<file path="src/rtl/icache_tag_ctrl.sv">
// Instruction-cache tag lookup/refill controller for a SETS x 2-way tag SRAM.
// Define ICACHE_TAG_LRU_EN for per-set LRU replacement; otherwise a single round-robin bit is used.
module icache_tag_ctrl #(
  parameter int ADDR_WIDTH = 32,
  parameter int SETS       = 64
) (
  input  logic                                           clk,
  input  logic                                           rst,
  input  logic                                           req_valid,
  output logic                                           req_ready,
  input  logic [ADDR_WIDTH-1:0]                          req_addr,
  output logic                                           resp_valid,
  output logic                                           resp_hit,
  output logic                                           resp_way,
  input  logic                                           flush,
  output logic                                           refill_req_valid,
  input  logic                                           refill_req_ready,
  output logic [ADDR_WIDTH-4:0]                          refill_req_addr,
  input  logic                                           refill_done,
  output logic                                           tag_csb,
  output logic                                           tag_web,
  output logic [1:0]                                     tag_wmask,
  output logic [$clog2(SETS)-1:0]                        tag_addr,
  output logic [2*(ADDR_WIDTH-$clog2(SETS)-3)+1:0]       tag_din,
  input  logic [2*(ADDR_WIDTH-$clog2(SETS)-3)+1:0]       tag_dout
);

  localparam int OFF_W  = 3;
  localparam int IDX_W  = $clog2(SETS);
  localparam int TAG_W  = ADDR_WIDTH - IDX_W - OFF_W;
  localparam int LINE_W = ADDR_WIDTH - OFF_W;
  localparam int ENT_W  = TAG_W + 1;

  typedef enum logic [2:0] {
    ST_FLUSH     = 3'd0,
    ST_IDLE      = 3'd1,
    ST_COMPARE   = 3'd2,
    ST_MISS_REQ  = 3'd3,
    ST_MISS_WAIT = 3'd4,
    ST_TAG_WR    = 3'd5
  } state_e;

  function automatic logic entry_hit(input logic [ENT_W-1:0] ent, input logic [TAG_W-1:0] tag);
    return ent[ENT_W-1] && (ent[TAG_W-1:0] == tag);
  endfunction

  // Fill an invalid way first (way0 preferred); fall back to the policy only when both are valid.
  function automatic logic pick_victim(input logic v0, input logic v1, input logic pol);
    logic w;
    if (!v0) begin
      w = 1'b0;
    end else if (!v1) begin
      w = 1'b1;
    end else begin
      w = pol;
    end
    return w;
  endfunction

  state_e            state_q, state_d;
  logic [IDX_W-1:0]  cnt_q, cnt_d;
  logic [LINE_W-1:0] line_q, line_d;
  logic              flush_pend_q, flush_pend_d;
  logic              v0_q, v0_d;
  logic              v1_q, v1_d;
`ifdef ICACHE_TAG_LRU_EN
  logic [SETS-1:0]   lru_q, lru_d;
`else
  logic              rr_q, rr_d;
`endif

  logic [IDX_W-1:0]  idx_s;
  logic [TAG_W-1:0]  tag_s;
  logic [ENT_W-1:0]  ent0_s, ent1_s;
  logic              hit0_s, hit1_s, hit_way_s;
  logic              policy_s, victim_s, flush_any_s;
  logic              unused_addr_s;

  assign idx_s           = line_q[IDX_W-1:0];
  assign tag_s           = line_q[LINE_W-1:IDX_W];
  assign ent0_s          = tag_dout[ENT_W-1:0];
  assign ent1_s          = tag_dout[2*ENT_W-1:ENT_W];
  assign hit0_s          = entry_hit(ent0_s, tag_s);
  assign hit1_s          = entry_hit(ent1_s, tag_s);
  assign hit_way_s       = ~hit0_s & hit1_s;
  assign flush_any_s     = flush_pend_q | flush;
  assign refill_req_addr = line_q;
  assign unused_addr_s   = ^req_addr[OFF_W-1:0];
`ifdef ICACHE_TAG_LRU_EN
  assign policy_s = lru_q[idx_s];
`else
  assign policy_s = rr_q;
`endif
  assign victim_s = pick_victim(v0_q, v1_q, policy_s);

  always_comb begin
    state_d      = state_q;
    cnt_d        = cnt_q;
    line_d       = line_q;
    flush_pend_d = flush_pend_q | flush;
    v0_d         = v0_q;
    v1_d         = v1_q;
`ifdef ICACHE_TAG_LRU_EN
    lru_d        = lru_q;
`else
    rr_d         = rr_q;
`endif
    case (state_q)
      ST_FLUSH: begin
        cnt_d = cnt_q + IDX_W'(1);
`ifdef ICACHE_TAG_LRU_EN
        lru_d = '0;
`else
        rr_d  = 1'b0;
`endif
        if (cnt_q == IDX_W'(SETS - 1)) begin
          state_d = ST_IDLE;
        end else begin
          state_d = ST_FLUSH;
        end
      end
      ST_IDLE: begin
        if (flush_any_s) begin
          state_d      = ST_FLUSH;
          cnt_d        = '0;
          flush_pend_d = 1'b0;
        end else if (req_valid) begin
          line_d  = req_addr[ADDR_WIDTH-1:OFF_W];
          state_d = ST_COMPARE;
        end else begin
          state_d = ST_IDLE;
        end
      end
      ST_COMPARE: begin
        // Valid bits are kept for victim choice after the refill.
        v0_d = ent0_s[ENT_W-1];
        v1_d = ent1_s[ENT_W-1];
        if (hit0_s || hit1_s) begin
          state_d = ST_IDLE;
`ifdef ICACHE_TAG_LRU_EN
          lru_d[idx_s] = ~hit_way_s;
`endif
        end else begin
          state_d = ST_MISS_REQ;
        end
      end
      ST_MISS_REQ: begin
        if (refill_req_ready) begin
          state_d = ST_MISS_WAIT;
        end else begin
          state_d = ST_MISS_REQ;
        end
      end
      ST_MISS_WAIT: begin
        if (refill_done) begin
          state_d = ST_TAG_WR;
        end else begin
          state_d = ST_MISS_WAIT;
        end
      end
      ST_TAG_WR: begin
        state_d = ST_IDLE;
`ifdef ICACHE_TAG_LRU_EN
        lru_d[idx_s] = ~victim_s;
`else
        if (v0_q && v1_q) begin
          rr_d = ~rr_q;
        end else begin
          rr_d = rr_q;
        end
`endif
      end
      default: begin
        state_d = ST_FLUSH;
        cnt_d   = '0;
      end
    endcase
  end

  always_comb begin
    req_ready        = 1'b0;
    resp_valid       = 1'b0;
    resp_hit         = 1'b0;
    resp_way         = 1'b0;
    refill_req_valid = 1'b0;
    tag_csb          = 1'b1;
    tag_web          = 1'b1;
    tag_wmask        = 2'b00;
    tag_addr         = '0;
    tag_din          = '0;
    if (!rst) begin
      case (state_q)
        ST_FLUSH: begin
          tag_csb   = 1'b0;
          tag_web   = 1'b0;
          tag_wmask = 2'b11;
          tag_addr  = cnt_q;
        end
        ST_IDLE: begin
          req_ready = ~flush_any_s;
          if (!flush_any_s && req_valid) begin
            tag_csb  = 1'b0;
            tag_addr = req_addr[OFF_W+IDX_W-1:OFF_W];
          end else begin
            tag_csb  = 1'b1;
          end
        end
        ST_COMPARE: begin
          resp_valid = 1'b1;
          resp_hit   = hit0_s | hit1_s;
          resp_way   = hit_way_s;
        end
        ST_MISS_REQ: begin
          refill_req_valid = 1'b1;
        end
        ST_TAG_WR: begin
          tag_csb   = 1'b0;
          tag_web   = 1'b0;
          tag_wmask = victim_s ? 2'b10 : 2'b01;
          tag_addr  = idx_s;
          tag_din   = {1'b1, tag_s, 1'b1, tag_s};
        end
        default: begin
          tag_csb = 1'b1;
        end
      endcase
    end else begin
      req_ready        = 1'b0;
      refill_req_valid = 1'b0;
    end
  end

  always_ff @(posedge clk) begin
    if (rst) begin
      state_q      <= ST_FLUSH;
      cnt_q        <= '0;
      line_q       <= '0;
      flush_pend_q <= 1'b0;
      v0_q         <= 1'b0;
      v1_q         <= 1'b0;
`ifdef ICACHE_TAG_LRU_EN
      lru_q        <= '0;
`else
      rr_q         <= 1'b0;
`endif
    end else begin
      state_q      <= state_d;
      cnt_q        <= cnt_d;
      line_q       <= line_d;
      flush_pend_q <= flush_pend_d;
      v0_q         <= v0_d;
      v1_q         <= v1_d;
`ifdef ICACHE_TAG_LRU_EN
      lru_q        <= lru_d;
`else
      rr_q         <= rr_d;
`endif
    end
  end

endmodule

</file>
<file path="config.mk">
export PLATFORM = sky130hd
export DESIGN_NAME = icache_tag_ctrl
export DESIGN_NICKNAME = d
export VERILOG_FILES = /design/src/rtl/icache_tag_ctrl.sv
export SDC_FILE = /design/constraint.sdc
export NUM_CORES = 1
export LEC_CHECK = 0
export CAP_MARGIN = 10
export CORE_MARGIN = 3
export CORE_UTILIZATION = 30
export CTS_BUF_LIST = sky130_fd_sc_hd__clkbuf_8
export DETAILED_ROUTE_END_ITERATION = 16
export GPL_ROUTABILITY_DRIVEN = 0
export PLACE_DENSITY = 0.72
export SLEW_MARGIN = 25
export SYNTH_ARGS = -nofsm -noshare
export SYNTH_HDL_FRONTEND = slang
export SYNTH_SLANG_ARGS = --single-unit
export TNS_END_PERCENT = 20
</file>
<file path="constraint.sdc">
create_clock -name clk -period 1.8 [get_ports clk]
set_clock_uncertainty 0.15 [all_clocks]
set_input_delay 0.36 -clock clk [delete_from_list [all_inputs] [get_ports clk]]
set_output_delay 0.36 -clock clk [all_outputs]
set_load 0.02 [all_outputs]
</file>
==> impl_metrics.toml <==
[status]
status = "finished, violations left"
violations = "negative setup slack"

[sta]
fin_crit_ps = 2540
slew_violations = 0
finalHoldViolCount = 0
timing.final.ws_setup_ps = -739
finalCritPeriodShare_pct = 141
max_slew_margin_pct = 66.1
worst_pin_slew_ps = 503
setup_violations = 87
grt_setup_unrepaired = "true"
fmax_ghz = 0.394

[floorplanning]
die_h_um = 101
row_count = 34
io_pins = 178
die-area_um2 = 10200
design.core.area_um2 = 8760
initial_utilization_pct = 30.9
die_w_um = 101

[global_routing]
grt_pass1_wl_um = 17400
antenna_found_initial = 0
grt_util_met1_pct = 22.5
top_usage_layer = "met2"
track_usage_pct = 22.0
met2_usage_pct = 42.9
grt_overflow = 0
use_met3_pct = 4.57
grt_max_degree = 24
grt_pass1_vias = 3449

[logic_synthesis]
syn-num-nets = 443
yosysTopAreaCell = "dfxtp_1"
synth_area_um2 = 2710
yosysSeqAreaShare_pct = 31.1
synth_area_leaders = "dfxtp_1 31%, nand2_1 9.4%, xor2_1 8.7%"
synth_ff_type = "dfxtp_1"
synth_top_area_share_pct = 31.1
synth_cell_types = 41
synth_warnings = 0
syn_avg_cell_area_um2 = 7.62
synth_edf_count = 0
synth_most_common_cell = "nand2_1"
synth_common_cells = "68 x nand2_1, 42 x dfxtp_1, 40 x a21oi_1"
ys_ff_latch = 42
synth_cells = 355
async_flop_share_pct = 0

[power]
p_leak_nw = 2.56
powerDensity_nw_per_um2 = 347
vdd_drop_max_mv = 0.264
finalPower_mw = 1.98

[setup_path]
worst-path-buf-inv = 4
cp_common_cell = "buf_4"
crit_type = "input port to output port"
slowest_stage = "clkdlybuf4s50_1"
crit_path_end_kind = "output port"
cp_top_family = "buffers and inverters"
crit_chain = "clkdlybuf4s50_1 > xor2_1 > nor4_1 > buf_4 > nand4_1 > nor3_4 > buf_4 > nor3_2 > buf_4"
path_max_fanout = 2
critical_path_required_ps = 1290
cp-start-kind = "input port"
max_stage_delay_ps = 410
cp.arrival_ps = 2030

[route]
drc = 0
drt_pass1_iterations = 4
dr_total_vias = 3446
routed_wl_um = 12200
ant_nets = 0
drt-initial-drc-count = 66
routed_via_density = 4.89
wl_per_cell_um = 17.3

[final_layout]
fin_nets = 684
area_growth_pct = 111
final_cells = 705
drive_above_1_share_pct = 44.6
fill_cells = 688
n_antenna_cell = 0
fin_util_pct = 65.0
stdcell_area_um2 = 5700

[clock_network]
cts_num_sinks = 42
holdBufCountCts = 0
cts_made_buffers = 5
htree_levels = 2
root_buffer = "clkbuf_8"
cts_tree = "built"
clk_latency_ps = 290
clk_pin_slew_ps = 80
clockBufferDepth = 2

[hold_path]
worstHoldPathType = "flip-flop to flip-flop"

[place]
detailed_place.area_um2 = 4980
port_buffers = 174
dp_cells = 668
hpwlAfterDp_um = 8970

[run]
drv_cap = 0
metrics by stage:
stage                     setup WS (ps)  setup TNS [ps]  hold WS (ps)
after detailed placement          -1490          -41600           327
after CTS                          -824          -19180           341
final                              -739          -25780           339
after global routing               -822          -32020           367
after global placement            -1430          -38940           309
after floorplan                    -254           -5420           304
cells by family after synthesis:
| group | synth area share [%] |
|---|---|
| simple gates | 28.3 |
| compound gates | 13.0 |
| xor+xnor | 16.2 |
| buf+inv | 10.2 |
| flops | 31.1 |
| fa+ha+maj | 0.924 |
| mux | 0.370 |
layout by cell type, fill, tap and decap left out, types with 8 or more instances in the layout:
| cell type | Yosys | layout |
|---|---|---|
| a21oi_1 | 40 | 20 |
| a21oi_2 | 0 | 14 |
| and2_1 | 24 | 8 |
| and2_4 | 1 | 16 |
| buf_4 | 24 | 93 |
| buf_6 | 1 | 64 |
| clkdlybuf4s50_1 | 0 | 65 |
| dfxtp_1 | 42 | 33 |
| dfxtp_2 | 0 | 9 |
| dlygate4sd2_1 | 0 | 42 |
| nand2_1 | 68 | 61 |
| nand4_1 | 9 | 9 |
| nor2_1 | 18 | 10 |
| xnor2_1 | 23 | 19 |
| xor2_1 | 27 | 24 |
report_power, final:
group | internal, mW | total [mW] | switching (mW)
logic | 0.246 | 0.406 | 0.159
registers | 0.936 | 0.941 | 0.00528
clock network | 0.304 | 0.633 | 0.329
total | 1.49 | 1.98 | 0.493
layer usage:
layer | wire length [µm] | up-vias
li1 | - | 1637
met1 | 4130 | 1626
met2 | 6820 | 155
met3 | 860 | 28
met4 | 384 | 0
met5 | 0 | -
timing repair:
item	in CTS	in global routing
setup endpoints to repair	116	99
pin swaps	31	15
hold endpoints to repair	0	0
resized for setup	463	53
gates cloned	1	0
buffers inserted	21	7
state kept, by name, summed over array words and instances, names as in the netlist:
signal and flops:
flush_pend_q 1, refill_req_addr 29, v1_q 1, cnt_q 6, v0_q 1, policy_s 1, state_q 3
worst register-to-register path, cell delays in order (launching register included):
cell and delay [ps]:
dfxtp_2 340, buf_6 110, xnor2_2 110, nand4_1 190, nor4_2 350, buf_4 170, nand3_4 90, buf_4 160
or3b_2 190, a31oi_1 80
layout make-up:
cell class | instances | area, µm² | share of cell area (%)
inverter | 4 | 15.0 | 0.264
timing repair buffer | 274 | 2590 | 45.4
sequential | 42 | 852 | 15.0
clock buffer | 6 | 82.6 | 1.45
tap | 108 | 135 | 2.37
clock inverter | 2 | 8.76 | 0.154
multi-input combinational | 269 | 2020 | 35.4
worst paths after layout:
check | startpoint | to | slack, ps | cells past startpoint
setup / recovery | tag_dout[10] | resp_way | -740 | 9
setup reg to reg | refill_req_addr[28] | state_q[1] | -260 | 9
hold reg to reg | policy_s | policy_s | 340 | 2
hold / removal | policy_s | policy_s | 340 | 2
(Power assumes the default switching activity.)
